## config.mk

```make
export PLATFORM = sky130hd
export DESIGN_NAME = i2c_cmd_sequencer
export DESIGN_NICKNAME = d
export VERILOG_FILES = /design/src/rtl/i2c_seq_pkg.sv /design/src/rtl/i2c_seq_watchdog.sv /design/src/rtl/i2c_cmd_sequencer.sv
export SDC_FILE = /design/constraint.sdc
export NUM_CORES = 1
export LEC_CHECK = 0
export CELL_PAD_IN_SITES_DETAIL_PLACEMENT = 0
export CELL_PAD_IN_SITES_GLOBAL_PLACEMENT = 1
export CORE_MARGIN = 1.5
export CORE_UTILIZATION = 34
export DETAILED_ROUTE_END_ITERATION = 7
export DONT_BUFFER_PORTS = 1
export GPL_TIMING_DRIVEN = 0
export PLACE_DENSITY_LB_ADDON = 0.1
export SLEW_MARGIN = 20
export SYNTH_ARGS = -nofsm -noshare
export SYNTH_HDL_FRONTEND = slang
export SYNTH_HIERARCHICAL = 1
export SYNTH_SLANG_ARGS = --single-unit
```

## constraint.sdc

```tcl
create_clock -name CLK -period 6.8 [get_ports CLK]
set_input_delay 0.68 -clock CLK [delete_from_list [all_inputs] [get_ports CLK]]
set_output_delay 0.68 -clock CLK [all_outputs]
set_load 0.05 [all_outputs]
```

## src/rtl/i2c_seq_pkg.sv

```systemverilog
// Shared definitions for the I2C command sequencer: opcodes, FSM states,
// command-word field layout and the read-back word format.
package i2c_seq_pkg;

    localparam logic [1:0] OP_WRITE = 2'b01;
    localparam logic [1:0] OP_READ  = 2'b10;

    typedef enum logic [2:0] {
        ST_IDLE    = 3'd0,
        ST_FETCH   = 3'd1,
        ST_DECODE  = 3'd2,
        ST_ISSUE_W = 3'd3,
        ST_WAIT_W  = 3'd4,
        ST_ISSUE_R = 3'd5,
        ST_WAIT_R  = 3'd6,
        ST_PUSH    = 3'd7
    } seq_state_e;

    localparam int unsigned OP_MSB   = 31;
    localparam int unsigned OP_LSB   = 30;
    localparam int unsigned ADDR_MSB = 15;
    localparam int unsigned ADDR_LSB = 8;
    localparam int unsigned DATA_MSB = 7;
    localparam int unsigned DATA_LSB = 0;

    typedef struct packed {
        logic [7:0] addr;
        logic [7:0] data;
    } rb_word_t;

    function automatic logic [1:0] cmd_opcode(input logic [31:0] w);
        return w[OP_MSB:OP_LSB];
    endfunction

    function automatic logic [7:0] cmd_addr(input logic [31:0] w);
        return w[ADDR_MSB:ADDR_LSB];
    endfunction

    function automatic logic [7:0] cmd_data(input logic [31:0] w);
        return w[DATA_MSB:DATA_LSB];
    endfunction

endpackage

```

## src/rtl/i2c_seq_watchdog.sv

```systemverilog
// Completion watchdog: cleared before each transfer, counts while waiting,
// flags expiry in the cycle the count reaches TIMEOUT_CYCLES-1.
module i2c_seq_watchdog
    import i2c_seq_pkg::*;
#(
    parameter int unsigned TIMEOUT_CYCLES = 1048576
) (
    input  logic clk,
    input  logic rst,
    input  logic clr,
    input  logic cnt_en,
    output logic expire
);

    localparam int unsigned CW = (TIMEOUT_CYCLES > 1) ? $clog2(TIMEOUT_CYCLES) : 1;
    localparam logic [CW-1:0] LAST = CW'(TIMEOUT_CYCLES - 1);

    logic [CW-1:0] cnt_q, cnt_d;

    always_comb begin
        cnt_d = cnt_q;
        if (clr) begin
            cnt_d = '0;
        end else if (cnt_en && (cnt_q != LAST)) begin
            cnt_d = cnt_q + 1'b1;
        end
    end

    always_ff @(posedge clk or posedge rst) begin
        if (rst) begin
            cnt_q <= '0;
        end else begin
            cnt_q <= cnt_d;
        end
    end

    assign expire = cnt_en && (cnt_q == LAST);

endmodule

```

## src/rtl/i2c_cmd_sequencer.sv

```systemverilog
// Pops host command words, drives write/read start pulses to the I2C byte
// transmitter, pushes read results to the read-back FIFO and keeps status.
module i2c_cmd_sequencer
    import i2c_seq_pkg::*;
#(
    parameter int unsigned TIMEOUT_CYCLES = 1048576,
    parameter int unsigned CNT_W          = 16
) (
    input  logic             CLK,
    input  logic             rst,
    input  logic             enable,
    input  logic             itf_sel,
    input  logic             clr_status,
    input  logic [31:0]      cmd_fifo_dout,
    input  logic             cmd_fifo_empty,
    output logic             cmd_fifo_rd_en,
    output logic [7:0]       addr_byte,
    output logic [7:0]       data_byte,
    output logic             WriteByteStart,
    output logic             ReadByteStart,
    input  logic             i2c_w_finish,
    input  logic [7:0]       i2c_rd_data_reg,
    input  logic             i2c_rd_valid_flag,
    output logic [15:0]      rb_fifo_din,
    output logic             rb_fifo_wr_en,
    input  logic             rb_fifo_full,
    output logic             seq_busy,
    output logic [CNT_W-1:0] cmd_count,
    output logic [7:0]       err_count,
    output logic             timeout_err
);

    seq_state_e       state_q, state_d;
    logic             rd_en_q, rd_en_d;
    logic             wstart_q, wstart_d;
    logic             rstart_q, rstart_d;
    logic             wr_en_q, wr_en_d;
    logic             busy_q, busy_d;
    logic [7:0]       addr_q, addr_d;
    logic [7:0]       data_q, data_d;
    logic [7:0]       rd_byte_q, rd_byte_d;
    rb_word_t         rb_din_q, rb_din_d;
    logic [CNT_W-1:0] cmd_cnt_q, cmd_cnt_d;
    logic [7:0]       err_cnt_q, err_cnt_d;
    logic             to_err_q, to_err_d;
    logic             wd_clr, wd_en, wd_expire;

    i2c_seq_watchdog #(
        .TIMEOUT_CYCLES(TIMEOUT_CYCLES)
    ) u_watchdog (
        .clk    (CLK),
        .rst    (rst),
        .clr    (wd_clr),
        .cnt_en (wd_en),
        .expire (wd_expire)
    );

    always_comb begin
        state_d   = state_q;
        addr_d    = addr_q;
        data_d    = data_q;
        rd_byte_d = rd_byte_q;
        rb_din_d  = rb_din_q;
        cmd_cnt_d = cmd_cnt_q;
        err_cnt_d = err_cnt_q;
        to_err_d  = to_err_q;
        wr_en_d   = 1'b0;
        wd_clr    = 1'b0;
        wd_en     = 1'b0;

        case (state_q)
            ST_IDLE: begin
                if (enable && !itf_sel && !cmd_fifo_empty) state_d = ST_FETCH;
            end
            ST_FETCH: state_d = ST_DECODE;
            ST_DECODE: begin
                case (cmd_opcode(cmd_fifo_dout))
                    OP_WRITE: begin
                        addr_d  = cmd_addr(cmd_fifo_dout);
                        data_d  = cmd_data(cmd_fifo_dout);
                        state_d = ST_ISSUE_W;
                    end
                    OP_READ: begin
                        addr_d  = cmd_addr(cmd_fifo_dout);
                        data_d  = '0;
                        state_d = ST_ISSUE_R;
                    end
                    default: begin
                        if (err_cnt_q != '1) err_cnt_d = err_cnt_q + 1'b1;
                        state_d = ST_IDLE;
                    end
                endcase
            end
            ST_ISSUE_W: begin
                wd_clr  = 1'b1;
                state_d = ST_WAIT_W;
            end
            ST_WAIT_W: begin
                wd_en = 1'b1;
                // Completion is checked first so it wins over a same-cycle expiry.
                if (i2c_w_finish) begin
                    cmd_cnt_d = cmd_cnt_q + 1'b1;
                    state_d   = ST_IDLE;
                end else if (wd_expire) begin
                    to_err_d = 1'b1;
                    state_d  = ST_IDLE;
                end
            end
            ST_ISSUE_R: begin
                wd_clr  = 1'b1;
                state_d = ST_WAIT_R;
            end
            ST_WAIT_R: begin
                wd_en = 1'b1;
                if (i2c_rd_valid_flag) begin
                    rd_byte_d = i2c_rd_data_reg;
                    state_d   = ST_PUSH;
                end else if (wd_expire) begin
                    to_err_d = 1'b1;
                    state_d  = ST_IDLE;
                end
            end
            ST_PUSH: begin
                if (!rb_fifo_full) begin
                    wr_en_d   = 1'b1;
                    rb_din_d  = '{addr: addr_q, data: rd_byte_q};
                    cmd_cnt_d = cmd_cnt_q + 1'b1;
                    state_d   = ST_IDLE;
                end
            end
            default: state_d = ST_IDLE;
        endcase

        if (clr_status) begin
            cmd_cnt_d = '0;
            err_cnt_d = '0;
            to_err_d  = 1'b0;
        end

        // Strobes are registered from the next state so each is high exactly in that state.
        rd_en_d  = (state_d == ST_FETCH);
        wstart_d = (state_d == ST_ISSUE_W);
        rstart_d = (state_d == ST_ISSUE_R);
        busy_d   = (state_d != ST_IDLE);
    end

    always_ff @(posedge CLK or posedge rst) begin
        if (rst) begin
            state_q   <= ST_IDLE;
            rd_en_q   <= 1'b0;
            wstart_q  <= 1'b0;
            rstart_q  <= 1'b0;
            wr_en_q   <= 1'b0;
            busy_q    <= 1'b0;
            addr_q    <= '0;
            data_q    <= '0;
            rd_byte_q <= '0;
            rb_din_q  <= '0;
            cmd_cnt_q <= '0;
            err_cnt_q <= '0;
            to_err_q  <= 1'b0;
        end else begin
            state_q   <= state_d;
            rd_en_q   <= rd_en_d;
            wstart_q  <= wstart_d;
            rstart_q  <= rstart_d;
            wr_en_q   <= wr_en_d;
            busy_q    <= busy_d;
            addr_q    <= addr_d;
            data_q    <= data_d;
            rd_byte_q <= rd_byte_d;
            rb_din_q  <= rb_din_d;
            cmd_cnt_q <= cmd_cnt_d;
            err_cnt_q <= err_cnt_d;
            to_err_q  <= to_err_d;
        end
    end

    assign cmd_fifo_rd_en = rd_en_q;
    assign addr_byte      = addr_q;
    assign data_byte      = data_q;
    assign WriteByteStart = wstart_q;
    assign ReadByteStart  = rstart_q;
    assign rb_fifo_din    = rb_din_q;
    assign rb_fifo_wr_en  = wr_en_q;
    assign seq_busy       = busy_q;
    assign cmd_count      = cmd_cnt_q;
    assign err_count      = err_cnt_q;
    assign timeout_err    = to_err_q;

endmodule

```

## Word level (Yosys, flattened, before mapping)

Cells that the tools add are included.

| operators by class | value |
|---|---|
| add/sub/neg operators | 3 |
| equal/unequal tests | 20 |
| multiplexer cells | 27 |
| bitwise logic cells | 1 |
| reduce and logical (&&, ||, !) cells | 24 |

Operators with widths:

| cell | number |
|---|---|
| two-way mux 16 bit | 3 |
| two-way mux 20 bit | 2 |
| two-way mux 8 bit | 4 |
| one-hot mux 16 bit (2 select lines) | 1 |
| one-hot mux 3 bit (8 select lines) | 1 |
| adder 20 x 1 -> 20 bit, second input constant | 1 |
| == test 20 bit, second input constant | 1 |
| != test 20 bit, second input constant | 1 |
| adder 16 x 1 -> 16 bit, second input constant | 1 |
| one-hot mux 8 bit (2 select lines) | 1 |
| == test 3 bit, second input constant | 5 |
| two-way mux 3 bit | 5 |
| != test 3 bit, second input constant | 4 |
| == test 3 x 2 -> 1 bit, second input constant | 3 |
| AND reduction 3 bit | 3 |
| nonzero test 3 bit | 3 |
| adder 8 x 1 -> 8 bit, second input constant | 1 |
| two-way mux 1 bit | 8 |
| != test 8 bit, second input constant | 1 |
| AND reduction 2 bit | 4 |
| nonzero test 2 bit | 4 |
| == test 3 x 1 -> 1 bit, second input constant | 2 |
| one-hot mux 3 bit (2 select lines) | 1 |
| OR reduction 2 bit | 3 |
| 8 further kinds | 12 |

| storage, ports and cells | value |
|---|---|
| flip-flop bits (word level) | 93 |
| input bits | 49 |
| output and inout port bits | 62 |
| logic and storage cells | 90 |

## Longest topological paths before layout

Gate-level depths: netlist (run 1).

| depth | value |
|---|---|
| word-level depth | 8 |
| gate-level depth with buffers | 9 |
| mapped depth without buffers | 8 |

## Modules after synthesis

The synthesis (run 1) kept the hierarchy.

By module, submodules not included:

| module | times used | cells each | area an instance (um^2) | sequential area each (um^2) |
|---|---|---|---|---|
| i2c_cmd_sequencer | 1 | 332 | 3271.9 | 1826.8 |
| i2c_seq_watchdog | 1 | 117 | 1094.8 | 500.5 |

## Worst setup path before layout (run 1)

Ideal clock, no wire load.

| timing | value |
|---|---|
| path type | reg2reg |
| from | reg state_q[2] |
| to | reg rstart_q, in the netlist ReadByteStart |
| setup time | 0.089 ns |
| data arrival time | 2.136 ns |
| required time | 6.711 ns |
| setup slack | 4.576 ns |
| cell stages (with the launch flop) | 10 |
| path buffers | 1 |
| clock period less this slack | 2.224 ns |
| cells stage by stage | dfrtp_1 buf_2 nor2b_1 nand4_1 or2_2 nor4_1 a2111oi_0 nor3_1 inv_1 nor3b_1 |

| between the ends | value |
|---|---|
| word-level cells in the longest chain between the ends | 8 |
| elaborated cells on any way between the ends | 18 |
| those cells by class | 8 x eq/ne; 7 x mux; 3 x reduce/logical |

RTL lines:

| what | line | source |
|---|---|---|
| start: declaration | i2c_cmd_sequencer.sv:33 | `seq_state_e state_q, state_d;` |
| start signal: assignment | i2c_cmd_sequencer.sv:163 | `state_q <= state_d;` |
| == test 3 bit | i2c_cmd_sequencer.sv:71 | `case (state_q)` |
| OR reduction 2 bit (no source line) * | n/a |  |
| two-way mux 1 bit * | i2c_cmd_sequencer.sv:71 |  |
| via wd_en | i2c_cmd_sequencer.sv:46 | `logic wd_clr, wd_en, wd_expire;` |
| logical AND 1 bit * | i2c_seq_watchdog.sv:37 | `assign expire = cnt_en && (cnt_q == LAST);` |
| via wd_expire | i2c_cmd_sequencer.sv:46 |  |
| two-way mux 3 bit * | i2c_cmd_sequencer.sv:104, i2c_cmd_sequencer.sv:118 |  |
| two-way mux 3 bit (on tied branches) | i2c_cmd_sequencer.sv:115, i2c_cmd_sequencer.sv:101 |  |
| one-hot mux 3 bit (8 select lines) * | i2c_cmd_sequencer.sv:71 |  |
| via state_d[1] | i2c_cmd_sequencer.sv:33 |  |
| == test 3 bit * | i2c_cmd_sequencer.sv:143 | `rstart_d = (state_d == ST_ISSUE_R);` |
| via rstart_d | i2c_cmd_sequencer.sv:36 | `logic rstart_q, rstart_d;` |
| end signal: assignment | i2c_cmd_sequencer.sv:166 | `rstart_q <= rstart_d;` |
| end: declaration | i2c_cmd_sequencer.sv:36 |  |

The timed path passes the listed nets; every way through them passes the cells marked *.
A chain may end at the register's enable or synchronous reset.

## Worst setup path in the final report (run 1)

Ends and elaborated chain as after synthesis.

==> out/metrics.yaml, run 1 <==
final_layout:
  area_growth_syn_to_layout_pct: 12.41
  nets: 515
  final_common_cell: "nand2_1"
  final_core_util_pct: 39.05
  layout.cells.most_common_list: "97 x nand2_1, 93 x dfrtp_1, 31 x nor2_1, 20 x o21ai_0, 17 x nand3_1"
  drive_above_1_share_pct: 10.32
  antenna_cells: 0
  finalInstanceArea_sq_um: 4908
synth:
  seq_area_frac_synth_pct: 53.30
  yosys_register_bits: 93
  ys_warn_count: 6
  ys_types: 56
  synth_edf_count: 0
  syn_inst: 449
  syn_avg_cell_area_sq_um: 9.725
  async_reset_ff_share_pct: 100.0
  synthesis.area_sq_um: 4367
  syn-num-nets: 503
  synth_ff_type: "dfrtp_1"
routing:
  vias: 3237
  post_drt_wl_per_cell_um: 16.29
  drt-total-wl_um: 10380
  ant_nets: 0
  drt-initial-drc-count: 123
  avgViaCountPerCell: 5.082
  drcViolationCount: 0
  first_pass_iters: 4
grt:
  antenna_found_initial: 0
  grt_max_degree: 52
  grt_use_total_pct: 16.16
  grt_pass1_wl_um: 16660
  grt_pass1_vias: 3157
  grt-ovfl-total: 0
sta:
  slew_violations: 0
  slew_headroom_pct: 47.36
  hold_violations: 0
  fin_crit_sh_pct: 41.93
  fin_setup_tns_ns: 0
  setup_viol: 0
  finClkSkew_ns: 0.01160
  rsz0062_at_grt: "false"
  fmax_mhz: 350.7
  finalCriticalPeriod_ns: 2.851
  worst_pin_slew_ns: 0.7888
placed_design:
  placed_area_sq_um: 4612
  place.gp.congestion: 0.7299
  portBuffers: 0
  dp_hpwl_um: 7437
power_and_ir_drop:
  peakVddDrop_mv: 0.1698
  cellPowerDensity_nw_per_um2: 361.8
  power_mw: 1.776
  leakagePower_nw: 2.208
flow_run:
  cap_violations: 0
setup_path:
  cp.required_ns: 7.06
  cp_max_fo: 10
  cp-start-kind: "flip-flop"
  crit_path_end_kind: "flip-flop"
  path_class: "flip-flop to flip-flop"
  ff2ff_setup_slack_ns: 3.95
  crit_arrival_ns: 3.11
die:
  die_h_um: 116.3
  row_count: 41
  core_sq_um: 12570
  die-area_sq_um: 13530
  pin_count: 111
  initial_core_util_pct: 34.74
  die_w_um: 116.3
clock_tree:
  ctsHtreeMaxLevel: 3
  path_clk_slew_ns: 0.07
  clock_latency_ns: 0.35
  postCtsHoldBufs: 0
  numCtsBuffers: 9
  clock_path_buffers: 2
  cts_sinks: 93
  cts_tree: "built"
  cts-root-buf: "clkbuf_16"
  post_cts_buffers: 0
  post_cts_resized: 0
hold_path:
  hold_class: "primary input to asynchronous set/reset pin"
outcome:
  status: "complete, no violations"
[cells in the mapped netlist (3+ instances only)]
library cell   n  area (sq um)
xor2_1        16         140.1
a31oi_1        5         31.28
xnor2_1        5         43.79
nand3_1       17         85.08
mux2_2         8         90.09
buf_2          5         25.02
nand4_1        9         56.30
nor3_1         5         25.02
dfrtp_1       93          2327
ha_1           5         62.56
nor2_1        31         116.4
o31ai_1        5         37.54
a21oi_1       15         75.07
clkbuf_1      11         41.29
nor4_1         7         43.79
nand2b_1       9         56.30
inv_1         14         52.55
nand2_1       97         364.1
a211oi_1       5         37.54
or3_1          7         43.79
mux2i_1        4         40.04
or2_2          3         18.77
nor2b_1        4         25.02
or4_1          7         52.55
o21ai_0       20         100.1
and4_1         5         43.79
[path summary, 6_finish.rpt]
check                                   from  cells after the start              endpoint
max                               state_q[2]                      9         ReadByteStart
min                                      rst                      1          data_byte[1]
max reg2reg                       state_q[2]                      9         ReadByteStart
max in group asynchronous                rst                      1  u_watchdog/cnt_q[17]
min reg2reg                     rd_byte_q[6]                      2        rb_fifo_din[6]
min in group CLK           cmd_fifo_dout[11]                      2          addr_byte[3]
[flip-flops by register name (all words and copies together), names as in the netlist]
signal and count:
u_watchdog/cnt_q 20, cmd_count 16, rb_fifo_din 16, addr_byte 8, data_byte 8, err_count 8, rd_byte_q 8, state_q 3
ReadByteStart 1, WriteByteStart 1, cmd_fifo_rd_en 1, rb_fifo_wr_en 1, seq_busy 1, timeout_err 1
[report_power, final]
group          internal, mW  switching [mW]
Combinational         0.100           0.141
Sequential            0.662           0.367
Clock                 0.286           0.220
[routing by layer]
metal	track usage [%]	part of all wire [%]	vias to the layer above
met5	0	0	-
met4	7.073	1.8	0
met3	4.722	6.9	13
met2	25.80	47	70
met1	20.43	45	1569
li1	-	-	1585
[stage by stage]
stage	hold slack [ns]	std cells	setup WS, ns
after floorplan	0.4331	449	4.267
after global placement	0.4399	621	3.349
after detailed placement	0.4496	622	3.921
after CTS	0.1546	637	3.935
after global routing	0.1695	637	3.663
final	0.1600	637	3.949
[worst max-delay path: stages (launching register included)]
cell and delay (ns):
dfrtp_1 0.41, buf_2 0.22, nor2b_1 0.29, nand4_1 0.22
or2_2 0.36, nor4_1 0.39, a2111oi_0 0.21, nor3_1 0.31
inv_1 0.12, nor3b_1 0.24
[cell families after synthesis]
kind of cell / count (synthesis) / share of synthesized area (%)
XOR/XNOR: 21 / 4.212
AO/OA/AOI/OAI: 65 / 9.484
adder cells (fa/ha/maj): 5 / 1.433
multiplexers: 12 / 2.980
flip-flops: 93 / 53.30
AND/OR/NAND/NOR: 219 / 25.30
buffers and inverters: 34 / 3.295
[area by class of cell]
class / count / area, sq um
clock inverters: 6 / 71.32
repair buffers: 1 / 27.53
inverters: 15 / 60.06
multi-input cells: 322 / 1896
well taps: 172 / 215.2
flip-flops and latches: 93 / 2327
plain buffers: 19 / 86.33
clock buffers: 9 / 225.2
fillers: 1299 / 7660
(Power assumes the default switching activity.)
==> inputs of run 2 (changes only) <==
clock period = 2.9 ns   (was 6.8 ns; I/O delays follow)
==> run 2 against run 1 <==
  * The run now ends with hold timing left
  * Final cell count grew 0.47%
  * Sequential cell count unchanged
  * Clock power rose by 140%
  * Critical path type unchanged
  * Largest power group unchanged
==> out/metrics.yaml, run 2 (synthesized netlist as in run 1, its figures left out) <==
setup_path:
  cp.required_ns: 3.16
  path_buf_inv: 2
  slowest_stage: "dfrtp_1"
  path_delay_family: "simple AND/OR/NAND/NOR gates"
  cp_max_fo: 10
  path_class: "flip-flop to flip-flop"
  crit_chain: "buf_2 > nor2b_2 > nand4_1 > or2_2 > nor4_2 > a2111oi_0 > nor3_1 > inv_1 > nor3b_1"
  crit_path_end_kind: "flip-flop"
  cp-start-kind: "flip-flop"
  crit_arrival_ns: 2.86
  max_stage_delay_ns: 0.41
power_and_ir_drop:
  clkPwrFrac_pct: 28.3
  peakVddDrop_mv: 0.3999
  leakagePower_nw: 2.222
  pwr-share-comb_pct: 14.1
  intPower_mw: 2.476
  cellPowerDensity_nw_per_um2: 848.0
  power_mw: 4.191
  p_switching_mw: 1.715
  pwr-share-seq_pct: 57.6
  switching_share_pct: 40.92
die:
  die_h_um: 116.3
  core_sq_um: 12570
  initial_core_util_pct: 34.74
  die_w_um: 116.3
  die-area_sq_um: 13530
  pin_count: 111
  row_count: 41
final_layout:
  num-fill-cells: 1297
  largest_register_ffs: 20
  largest-register: "u_watchdog/cnt_q"
  antenna_cells: 0
  final_common_cell: "nand2_1"
  layoutNonFillerInstCount: 640
  layout.cells.most_common_list: "97 x nand2_1, 93 x dfrtp_1, 31 x nor2_1, 20 x o21ai_0, 17 x nand3_1"
  finalInstanceArea_sq_um: 4942
  drive_above_1_share_pct: 11.11
  final_core_util_pct: 39.32
  area_growth_syn_to_layout_pct: 13.18
  nets: 518
flow_run:
  cap_violations: 0
sta:
  fin_setup_tns_ns: 0
  finClkSkew_ns: 0.01112
  fin_crit_sh_pct: 89.56
  rsz0062_at_grt: "false"
  worst_pin_slew_ns: 0.7881
  slew_headroom_pct: 47.40
  slew_violations: 0
  holdWs_ns: -0.02255
  setup_viol: 0
  fin_ws_ns: 0.3026
  fmax_mhz: 385.0
  hold_violations: 20
  finalCriticalPeriod_ns: 2.597
routing:
  ant_nets: 0
  post_drt_wl_per_cell_um: 16.26
  avgViaCountPerCell: 5.052
  drt-initial-drc-count: 137
  first_pass_iters: 4
  drcViolationCount: 0
  drt-total-wl_um: 10410
  vias: 3233
clock_tree:
  cts_sinks: 93
  path_clk_slew_ns: 0.07
  numCtsBuffers: 9
  clock_path_buffers: 2
  clock_latency_ns: 0.35
  ctsHtreeMaxLevel: 3
  cts-root-buf: "clkbuf_16"
  cts_tree: "built"
grt:
  grt_max_degree: 52
  gr-max-usage-layer: "met2"
  grt_pass1_wl_um: 16670
  use_met2_pct: 25.84
  grt_pass1_vias: 3165
  antenna_found_initial: 0
  met3_usage_pct: 4.722
  grt-ovfl-total: 0
  grt_util_met1_pct: 20.43
  grt_use_total_pct: 16.17
outcome:
  status: "complete, but fails checks"
  violations: "hold timing"
placed_design:
  pre_cts_ws_ns: 0.02050
  placed_area_sq_um: 4612
  dp_hpwl_um: 7437
  portBuffers: 0
  placedCellCount: 622
  place.gp.congestion: 0.7299
hold_path:
  hold_class: "primary input to asynchronous set/reset pin"
-- run 2: area by class of cell --
class	instances	area [sq um]	area share (%)
Buffer	19	86.33	1.747
Clock buffer	9	225.2	4.557
Clock inverter	6	71.32	1.443
Inverter	15	60.06	1.215
Multi-Input combinational cell	322	1904	38.53
Sequential cell	93	2327	47.09
Tap cell	172	215.2	4.354
Timing Repair Buffer	4	52.55	1.063
-- run 2: power groups by stage --
stage	logic [mW]	clock network [mW]	registers (mW)
2_1_floorplan	0.460	0	2.37
3_3_place_gp	0.560	0	2.44
3_5_place_dp	0.581	0	2.45
4_1_cts	0.582	1.23	2.42
5_1_grt	0.681	1.29	2.46
6_report	0.591	1.19	2.41
-- run 2: repair_timing --
| action | 4_1_cts | 5_1_grt |
|---|---|---|
| setup buffers | 0 | 2 |
| resized for setup | 0 | 2 |
| endpoints found under the hold margin | 22 | 0 |
| endpoints found under the setup margin | 0 | 5 |
| hold buffers | 1 | 0 |
-- run 2: metal layers --
metal	vias to the layer above	routed length [um]	part of all wire [%]
li1	1590	-	-
met1	1560	4672	45
met2	70	4827	46
met3	13	721	6.9
met4	0	187	1.8
met5	-	0	0
-- run 2: path summary, 6_finish.rpt --
kind                                        start             endpoint  slack [ns]  depth (start not counted)
worst min-delay path                          rst  u_watchdog/cnt_q[7]       -0.02                          1
max in group asynchronous                     rst         err_count[5]        1.97                          3
worst min register to register       rd_byte_q[6]       rb_fifo_din[6]        0.46                          2
min in group CLK                cmd_fifo_dout[11]         addr_byte[3]        0.04                          2
worst max-delay path                   state_q[2]        ReadByteStart        0.30                          9
worst max register to register         state_q[2]        ReadByteStart        0.30                          9
==> inputs of run 3 (changes only) <==
ABC_AREA = 1   (was default)
CORE_MARGIN = 10   (was 1.5)
==> run 3 against run 2 <==
  * The flow now finishes without violations
  * Register-to-register slack better by 0.60 ns
  * Clock-buffer cell count unchanged
  * Setup slack better by 0.60 ns
  * Via count up 20%
  * Synthesized cell count up 35%
  * Power up 5.5%
  * Core utilization down 0.85 points
  * Critical path depth down 1
  * Cell area up 7.6%
  * Clock power down 4%
  * Largest power group unchanged
  * Largest cell class unchanged
  * Sequential power up 7%
==> out/metrics.yaml, run 3 <==
power_and_ir_drop:
  peakVddDrop_mv: 0.2931
  pwr-share-seq_pct: 58.2
  intPower_mw: 2.415
  cellPowerDensity_nw_per_um2: 830.8
  p_switching_mw: 2.005
  pwr-share-comb_pct: 16.1
  power_mw: 4.420
  leakagePower_nw: 2.519
  clkPwrFrac_pct: 25.8
  switching_share_pct: 45.36
grt:
  grt-ovfl-total: 0
  grt_max_degree: 44
  grt_pass1_vias: 3706
  grt_pass1_wl_um: 20670
  grt_use_total_pct: 13.21
  antenna_found_initial: 1
sta:
  slew_violations: 0
  hold_violations: 0
  slew_headroom_pct: 42.39
  holdWs_ns: 0.001926
  setup_viol: 0
  finClkSkew_ns: 0.007899
  fmax_mhz: 501.5
  worst_pin_slew_ns: 0.8632
  fin_setup_tns_ns: 0
  fin_crit_sh_pct: 68.76
  finalCriticalPeriod_ns: 1.994
  rsz0062_at_grt: "false"
  fin_ws_ns: 0.9060
final_layout:
  finalInstanceArea_sq_um: 5320
  largest-register: "u_watchdog/cnt_q"
  drive_above_1_share_pct: 9.807
  final_common_cell: "nand2_1"
  area_growth_syn_to_layout_pct: 11.51
  nets: 671
  layout.cells.most_common_list: "199 x nand2_1, 93 x dfrtp_1, 68 x nor2_1, 55 x nand3_1, 43 x inv_1"
  layoutNonFillerInstCount: 803
  largest_register_ffs: 20
  final_core_util_pct: 38.48
setup_path:
  cp.required_ns: 3.14
  ff2ff_setup_slack_ns: 0.91
  crit_arrival_ns: 2.23
  path_class: "flip-flop to flip-flop"
  path_delay_family: "simple AND/OR/NAND/NOR gates"
  crit_path_end_kind: "flip-flop"
  critical_path_depth: 8
  rr_worst_depth: 8
  cp-start-kind: "flip-flop"
  path_buf_inv: 1
  crit_path_frequent_cell: "nor2_1"
  max_stage_delay_ns: 0.71
  slowest_stage: "dfrtp_1"
  crit_chain: "ha_1 > nand3_1 > nor2_1 > inv_1 > nor2_1 > nand3_1 > nand2_1 > nor2_1"
  cp_max_fo: 4
die:
  die_w_um: 138.5
  core_sq_um: 13830
  initial_core_util_pct: 34.50
  pin_count: 111
  row_count: 43
  die_h_um: 138.5
  die-area_sq_um: 19170
hold_path:
  hold_class: "primary input to asynchronous set/reset pin"
clock_tree:
  clock_latency_ns: 0.35
  path_clk_slew_ns: 0.07
  post_cts_buffers: 0
  numCtsBuffers: 9
  cts_tree: "built"
  cts_sinks: 93
  clock_path_buffers: 2
  cts-root-buf: "clkbuf_16"
  ctsHtreeMaxLevel: 3
routing:
  first_pass_iters: 7
  drcViolationCount: 0
  ant_nets: 0
  post_drt_wl_per_cell_um: 15.91
  drt-initial-drc-count: 253
  avgViaCountPerCell: 4.819
  drt-total-wl_um: 12770
  vias: 3870
synth:
  syn-num-nets: 658
  synth_edf_count: 0
  synth_common_cells: "199 x nand2_1, 93 x dfrtp_1, 68 x nor2_1"
  yosys.area.top_type_share_pct: 48.78
  ys_types: 34
  yosys_register_bits: 93
  synthTopCellsByArea: "dfrtp_1 49%, nand2_1 16%, nand3_1 5.8%, nor2_1 5.4%, inv_1 3.5%"
  syn_avg_cell_area_sq_um: 7.899
  syn_inst: 604
  synthesis.area_sq_um: 4771
  yosysMostFrequentCell: "nand2_1"
  async_reset_ff_share_pct: 100.0
  ys_warn_count: 6
  synth_ff_type: "dfrtp_1"
  seq_area_frac_synth_pct: 48.78
  post-synth-top-area-cell: "dfrtp_1"
placed_design:
  pre_cts_ws_ns: 0.9069
  placed_area_sq_um: 5026
  portBuffers: 0
  dp_hpwl_um: 9598
  place.gp.congestion: 0.8033
  placedCellCount: 785
flow_run:
  cap_violations: 0
outcome:
  status: "complete, no violations"
-- run 3: metal layers --
metal,GRT usage [%],share of wire (%),vias up,wire length [um]
met3,3.630,5.6,12,711
met4,4.828,1.4,0,183
met1,16.40,46,1820,5824
met2,21.41,47,67,6052
met5,0,0,-,0
li1,-,-,1971,-
-- run 3: area by class of cell --
cell class                 instances  area [sq um]
buffer                            12         71.32
antenna                            1         2.502
timing repair buffer               2         37.54
clock buffer                       9         225.2
tap                              180         225.2
fill                            1410          8507
clock inverter                     7         56.30
inverter                          54         205.2
sequential                        93          2327
multi-input combinational        445          2170
-- run 3: power by group through the flow --
stage	sequential, mW	combinational, mW	clock (mW)
final	2.57	0.710	1.14
after global routing	2.61	0.811	1.23
after CTS	2.59	0.723	1.19
after detailed placement	2.61	0.717	0
after global placement	2.60	0.698	0
after floorplan	2.51	0.554	0
-- run 3: kinds of logic after synthesis --
family | after synthesis | share of synthesized area [%]
AO/OA/AOI/OAI | 49 | 5.429
XOR/XNOR | 15 | 2.754
adder cells (fa/ha/maj) | 5 | 1.311
buffers and inverters | 66 | 5.743
flip-flops | 93 | 48.78
multiplexers | 8 | 1.888
AND/OR/NAND/NOR | 368 | 34.09
-- run 3: path summary, 6_finish.rpt --
kind / startpoint / endpoint
setup / recovery: cmd_count[0] / cmd_count[10]
hold / removal: rst / u_watchdog/cnt_q[3]
setup reg to reg: cmd_count[0] / cmd_count[10]
hold reg to reg: rd_byte_q[7] / rb_fifo_din[7]
max in group asynchronous: rst / cmd_count[2]
min in group CLK: cmd_fifo_dout[9] / addr_byte[1]
-- run 3: timing repair --
action | 4_1_cts | 5_1_grt
resized for setup | 0 | 0
hold buffers | 1 | 0
endpoints found under the hold margin | 30 | 0
